[config.mk]
export PLATFORM = sky130hd
export DESIGN_NAME = exc_ctrl
export DESIGN_NICKNAME = d
export VERILOG_FILES = /design/src/rtl/exc_ctrl.sv
export SDC_FILE = /design/constraint.sdc
export NUM_CORES = 1
export LEC_CHECK = 0
export CORE_AREA = 2 2 119 121
export DETAILED_ROUTE_END_ITERATION = 10
export DIE_AREA = 0 0 121 123
export SYNTH_ARGS = -nofsm -noshare
export SYNTH_HDL_FRONTEND = slang
export SYNTH_SLANG_ARGS = --single-unit
[constraint.sdc]
create_clock -name clk -period 2.6 [get_ports clk]
set_clock_uncertainty 0.05 [all_clocks]
set_input_delay 0.52 -clock clk [delete_from_list [all_inputs] [get_ports clk]]
set_output_delay 0.52 -clock clk [all_outputs]
set_load 0.01 [all_outputs]
[src/rtl/exc_ctrl.sv]
// Precise-exception controller for the MEM stage: prioritises exception flags,
// drives the CP0 exception request and sequences flush/redirect. Macro: EXC_TIMER_INT_EN.
module exc_ctrl #(
    parameter int unsigned FLUSH_CYCLES = 2
) (
    input  logic        clk,
    input  logic        rst,
    input  logic        inst_valid_i,
    input  logic        stall_i,
    input  logic [31:0] pc_i,
    input  logic        is_in_delayslot_i,
    input  logic        if_adel_i,
    input  logic        id_ri_i,
    input  logic        id_sys_i,
    input  logic        id_bp_i,
    input  logic        id_eret_i,
    input  logic        ex_ov_i,
    input  logic        mem_adel_i,
    input  logic        mem_ades_i,
    input  logic [31:0] mem_addr_i,
    input  logic [31:0] status_i,
    input  logic [31:0] cause_i,
    input  logic [31:0] epc_i,
    input  logic        timer_int_i,
    output logic        except_en_o,
    output logic [31:0] except_type_o,
    output logic [31:0] except_pc_o,
    output logic        except_delayslot_o,
    output logic [31:0] badvaddr_o,
    output logic        flush_o,
    output logic        mem_kill_o,
    output logic        redirect_o,
    output logic [31:0] redirect_pc_o
);

    localparam logic [31:0] EXC_TYPE_INT  = 32'd1;
    localparam logic [31:0] EXC_TYPE_ADEL = 32'd4;
    localparam logic [31:0] EXC_TYPE_ADES = 32'd5;
    localparam logic [31:0] EXC_TYPE_SYS  = 32'd8;
    localparam logic [31:0] EXC_TYPE_BP   = 32'd9;
    localparam logic [31:0] EXC_TYPE_RI   = 32'd10;
    localparam logic [31:0] EXC_TYPE_OV   = 32'd12;
    localparam logic [31:0] EXC_TYPE_ERET = 32'd14;

    typedef enum logic {
        IDLE,
        FLUSH
    } state_t;

    state_t      state, state_next;
    logic [3:0]  cnt, cnt_next;
    logic [7:0]  ip;
    logic        int_req;
    logic [31:0] exc_code;
    logic [31:0] target_pc;
    logic        take;
    logic        unused_bits;

`ifdef EXC_TIMER_INT_EN
    assign ip = {cause_i[15] | timer_int_i, cause_i[14:8]};
    assign unused_bits = ^{status_i[31:23], status_i[21:16], status_i[7:2],
                           cause_i[31:16], cause_i[7:0]};
`else
    assign ip = cause_i[15:8];
    assign unused_bits = ^{status_i[31:23], status_i[21:16], status_i[7:2],
                           cause_i[31:16], cause_i[7:0], timer_int_i};
`endif

    assign int_req = (|(ip & status_i[15:8])) & status_i[0] & ~status_i[1];

    // INT sits above every synchronous flag, so ERET with a pending interrupt reports INT.
    always_comb begin
        exc_code   = '0;
        badvaddr_o = mem_addr_i;
        if (int_req) begin
            exc_code = EXC_TYPE_INT;
        end else if (if_adel_i) begin
            exc_code   = EXC_TYPE_ADEL;
            badvaddr_o = pc_i;
        end else if (id_ri_i) begin
            exc_code = EXC_TYPE_RI;
        end else if (id_sys_i) begin
            exc_code = EXC_TYPE_SYS;
        end else if (id_bp_i) begin
            exc_code = EXC_TYPE_BP;
        end else if (id_eret_i) begin
            exc_code = EXC_TYPE_ERET;
        end else if (ex_ov_i) begin
            exc_code = EXC_TYPE_OV;
        end else if (mem_adel_i) begin
            exc_code = EXC_TYPE_ADEL;
        end else if (mem_ades_i) begin
            exc_code = EXC_TYPE_ADES;
        end
    end

    always_comb begin
        target_pc = 32'h8000_0380;
        if (exc_code == EXC_TYPE_ERET) begin
            target_pc = epc_i;
        end else if (status_i[22]) begin
            target_pc = 32'hBFC0_0380;
        end
    end

    assign take = inst_valid_i & ~stall_i & (state == IDLE) & (exc_code != '0);

    assign except_en_o        = take;
    assign except_type_o      = take ? exc_code : '0;
    assign mem_kill_o         = take;
    assign flush_o            = take | (state == FLUSH);
    assign except_pc_o        = pc_i;
    assign except_delayslot_o = is_in_delayslot_i;

    // The counter runs regardless of stall; FLUSH outlasts the CP0 EXL update.
    always_comb begin
        state_next = state;
        cnt_next   = cnt;
        case (state)
            IDLE: begin
                if (take) begin
                    state_next = FLUSH;
                    cnt_next   = 4'(FLUSH_CYCLES - 1);
                end
            end
            FLUSH: begin
                if (cnt == '0) begin
                    state_next = IDLE;
                end else begin
                    cnt_next = cnt - 4'd1;
                end
            end
            default: begin
                state_next = IDLE;
                cnt_next   = '0;
            end
        endcase
    end

    always_ff @(posedge clk) begin
        if (rst) begin
            state         <= IDLE;
            cnt           <= '0;
            redirect_o    <= 1'b0;
            redirect_pc_o <= '0;
        end else begin
            state      <= state_next;
            cnt        <= cnt_next;
            redirect_o <= take;
            if (take) begin
                redirect_pc_o <= target_pc;
            end
        end
    end

endmodule

==> results.py <==
metrics = {
    "logic_synthesis": {
        "synth_edf_count": 0,
        "ys.warnings.count": 0,
        "syn_area_mm2": 0.00245,
        "yosysUniqueCellTypes": 35,
        "seq_area_frac_synth": 0.311,
        "yosys-top-cells-count": "buf_4, dfxtp_1, mux2_2",
        "synth_seq_cells": 38,
        "synth.most_common_cell": "buf_4",
        "synth_top_cells_by_area": "dfxtp_1, buf_4, mux2_2, a32o_2, a221o_1",
        "synth_area_per_cell_um2": 9.82,
        "async_flop_share": 0,
        "netlist_instances": 249,
        "synthFlopType": "dfxtp_1",
        "yosysTopAreaCell": "dfxtp_1",
        "synth_top_area_share": 0.311,
    },
    "routing": {
        "first_pass_iters": 4,
        "first_iter_violations": 83,
        "wire_per_inst_um": 17.6,
        "wl_mm": 11.4,
        "vias": 2726,
        "drc_errors": 0,
        "viasPerCell": 4.18,
        "final_antenna_net_count": 0,
    },
    "timing": {
        "tightest_slew_ns": 0.670,
        "timing.final.max_slew_violations": 0,
        "hold_viol": 0,
        "hold_ws_ns": 0.435,
        "fin_ws_ns": -0.144,
        "setup_viol": 27,
        "tns_ns": -2.75,
        "period_share": 1.06,
        "period_needed_ns": 2.74,
        "fmax_mhz": 364,
        "slew-limit-headroom": 0.553,
        "rsz0062_at_grt": "yes",
    },
    "setup_path": {
        "reg2reg_depth": 4,
        "cp-end-kind": "output port",
        "reg2reg_from": "state",
        "required_ns": 2.03,
        "path_max_fanout": 7,
        "worstReg2RegEnd": "redirect_pc_o[27]",
        "startpoint_type": "input port",
        "arrival_ns": 2.17,
        "crit_type": "input port to output port",
        "r2r_slack_ns": 0.84,
    },
    "job": {
        "max_cap_viol_count": 0,
    },
    "outcome": {
        "violations": "negative setup slack",
        "status": "finished, violations left",
    },
    "final_layout": {
        "syn2layout_area_growth_pct": 109,
        "drive_above_1_share": 0.340,
        "finish.utilization": 0.376,
        "fin_nets": 644,
        "fill_cells": 1351,
    },
    "power_and_ir_drop": {
        "clockPowerShare": 0.321,
        "p_sw_frac": 0.265,
        "pwr-share-seq": 0.316,
        "pwr_density_cell_mw_per_mm2": 375,
        "total_switching_power_uw": 509,
        "peakVddDrop_v": 0.000317,
        "combPwrFrac": 0.362,
        "leakage_nw": 2.20,
        "power.internal_mw": 1.41,
    },
    "grt": {
        "grt_overflow": 0,
        "grt_pass1_vias": 2702,
        "grt_pass1_wl_mm": 15.7,
        "grt_start_max_net_pins": 31,
        "antenna_found_initial": 7,
        "grt_usage": 0.141,
    },
    "floorplan": {
        "core.rowCount": 43,
        "io_pins": 307,
        "die_y_um": 123,
        "start_util": 0.180,
        "core_mm2": 0.0136,
        "fp.dieW_um": 121,
        "die_area_mm2": 0.0149,
    },
    "hold_path": {
        "hold_class": "flip-flop to flip-flop",
        "hold_end": "redirect_pc_o[9]",
        "timing.hold.worst_path_depth": 2,
        "min_from": "redirect_pc_o[9]",
    },
    "clocking": {
        "clock-sinks": 38,
        "clk_latency_ns": 0.28,
        "path_clk_slew_ns": 0.06,
        "cts_tree": "yes",
        "cts_buffer_depth": 2,
        "htree_levels": 2,
        "postCtsHoldBufs": 0,
        "cts_root_buf": "clkbuf_16",
        "cts_buffers": 5,
    },
    "placed_design": {
        "hpwl_mm": 9.08,
        "place_congestion": 0.884,
        "placement.io_buffers": 230,
    },
}
[state kept, by name, indices dropped and copies added (netlist names)]
name / cells
cnt: 4
redirect_o: 1
redirect_pc_o: 32
state: 1
[how the worst max path moves through the flow]
| stage | start | end | slack (ns) | cells after the start |
|---|---|---|---|---|
| after global placement | cause_i[12] | badvaddr_o[5] | -0.82 | 7 |
| final | cause_i[11] | badvaddr_o[29] | -0.14 | 8 |
| after global routing | cause_i[11] | badvaddr_o[29] | -0.19 | 8 |
| after floorplan | cause_i[12] | except_type_o[3] | 0.05 | 4 |
| after CTS | status_i[14] | badvaddr_o[16] | -0.22 | 9 |
| after detailed placement | cause_i[12] | badvaddr_o[5] | -0.83 | 7 |
[repair_timing]
| item | in CTS | in global routing |
|---|---|---|
| gates resized for setup | 281 | 13 |
| setup buffers | 11 | 4 |
| pin swaps | 10 | 6 |
| cloned | 3 | 0 |
| setup endpoints to repair | 39 | 37 |
[stage by stage]
| stage | total power [mW] | setup WS (ns) | instance area (um^2) | std cells |
|---|---|---|---|---|
| 6_report | 1.92 | -0.144 | 5120 | 652 |
| 5_1_grt | 2.00 | -0.186 | 5110 | 650 |
| 4_1_cts | 1.94 | -0.219 | 5110 | 651 |
| 3_5_place_dp | 1.25 | -0.832 | 4710 | 630 |
| 3_3_place_gp | 1.24 | -0.818 | 4710 | 630 |
| 2_1_floorplan | 0.886 | 0.0453 | 2550 | 276 |
[cells in the final DEF (no fill, tap or decap), types with 2 or more instances in the layout]
| cell | n |
|---|---|
| conb_1 | 28 |
| a21oi_1 | 5 |
| nor4_4 | 2 |
| mux2_4 | 6 |
| clkdlybuf4s15_1 | 3 |
| dlygate4sd2_1 | 9 |
| nand2_1 | 2 |
| nor3_1 | 7 |
| buf_16 | 2 |
| or4_4 | 2 |
| a22o_1 | 2 |
| diode_2 | 2 |
| a32o_2 | 20 |
| buf_2 | 14 |
| nor2_1 | 5 |
| nand3_1 | 2 |
| a221o_1 | 8 |
| nor2b_1 | 9 |
| clkbuf_16 | 5 |
| dlymetal6s2s_1 | 3 |
| inv_1 | 8 |
| clkdlybuf4s50_1 | 164 |
| dfxtp_1 | 38 |
| o32ai_1 | 5 |
| buf_4 | 21 |
| nor3_2 | 2 |
| a22o_4 | 2 |
| mux2_2 | 26 |
| buf_6 | 44 |
[layer usage]
layer  GRT usage  wire [um]
met5           0         41
met4      0.0334        149
met3      0.0613       1150
met2       0.254       5710
met1       0.151       4400
[power by group through the flow]
stage / logic [mW] / registers, mW / clock network [mW]
final: 0.695 / 0.606 / 0.616
after global routing: 0.734 / 0.608 / 0.657
after CTS: 0.700 / 0.606 / 0.635
after detailed placement: 0.628 / 0.619 / 0
after global placement: 0.623 / 0.618 / 0
after floorplan: 0.261 / 0.625 / 0
[final cells by class]
class                           count  area, um^2  area share
Multi-Input combinational cell    153        1350       0.263
Clock buffer                        7         143      0.0279
Tap cell                          180         225      0.0440
Timing Repair Buffer              262        2600       0.508
Sequential cell                    38         761       0.149
Clock inverter                      1        5.00    0.000978
Inverter                            9        33.8     0.00660
Antenna cell                        2        5.00    0.000978
[cell families (layout without fill, tap and decap cells)]
group | count (synthesis) | count (layout) | synth area share
mux | 32 | 32 | 0.147
simple gates | 40 | 40 | 0.0987
xor+xnor | 1 | 1 | 0.00358
buf+inv | 85 | 279 | 0.236
compound gates | 51 | 51 | 0.196
fa+ha+maj | 1 | 1 | 0.00511
other cells | 1 | 30 | 0.00153
flops | 38 | 38 | 0.311
[critical path, cell delays in order]
cell,delay [ns]
buf_6,0.09
a22o_4,0.26
o41ai_4,0.39
nand2_2,0.17
buf_6,0.17
buf_16,0.14
mux2_4,0.30
buf_6,0.12
(Power assumes the default switching activity.)
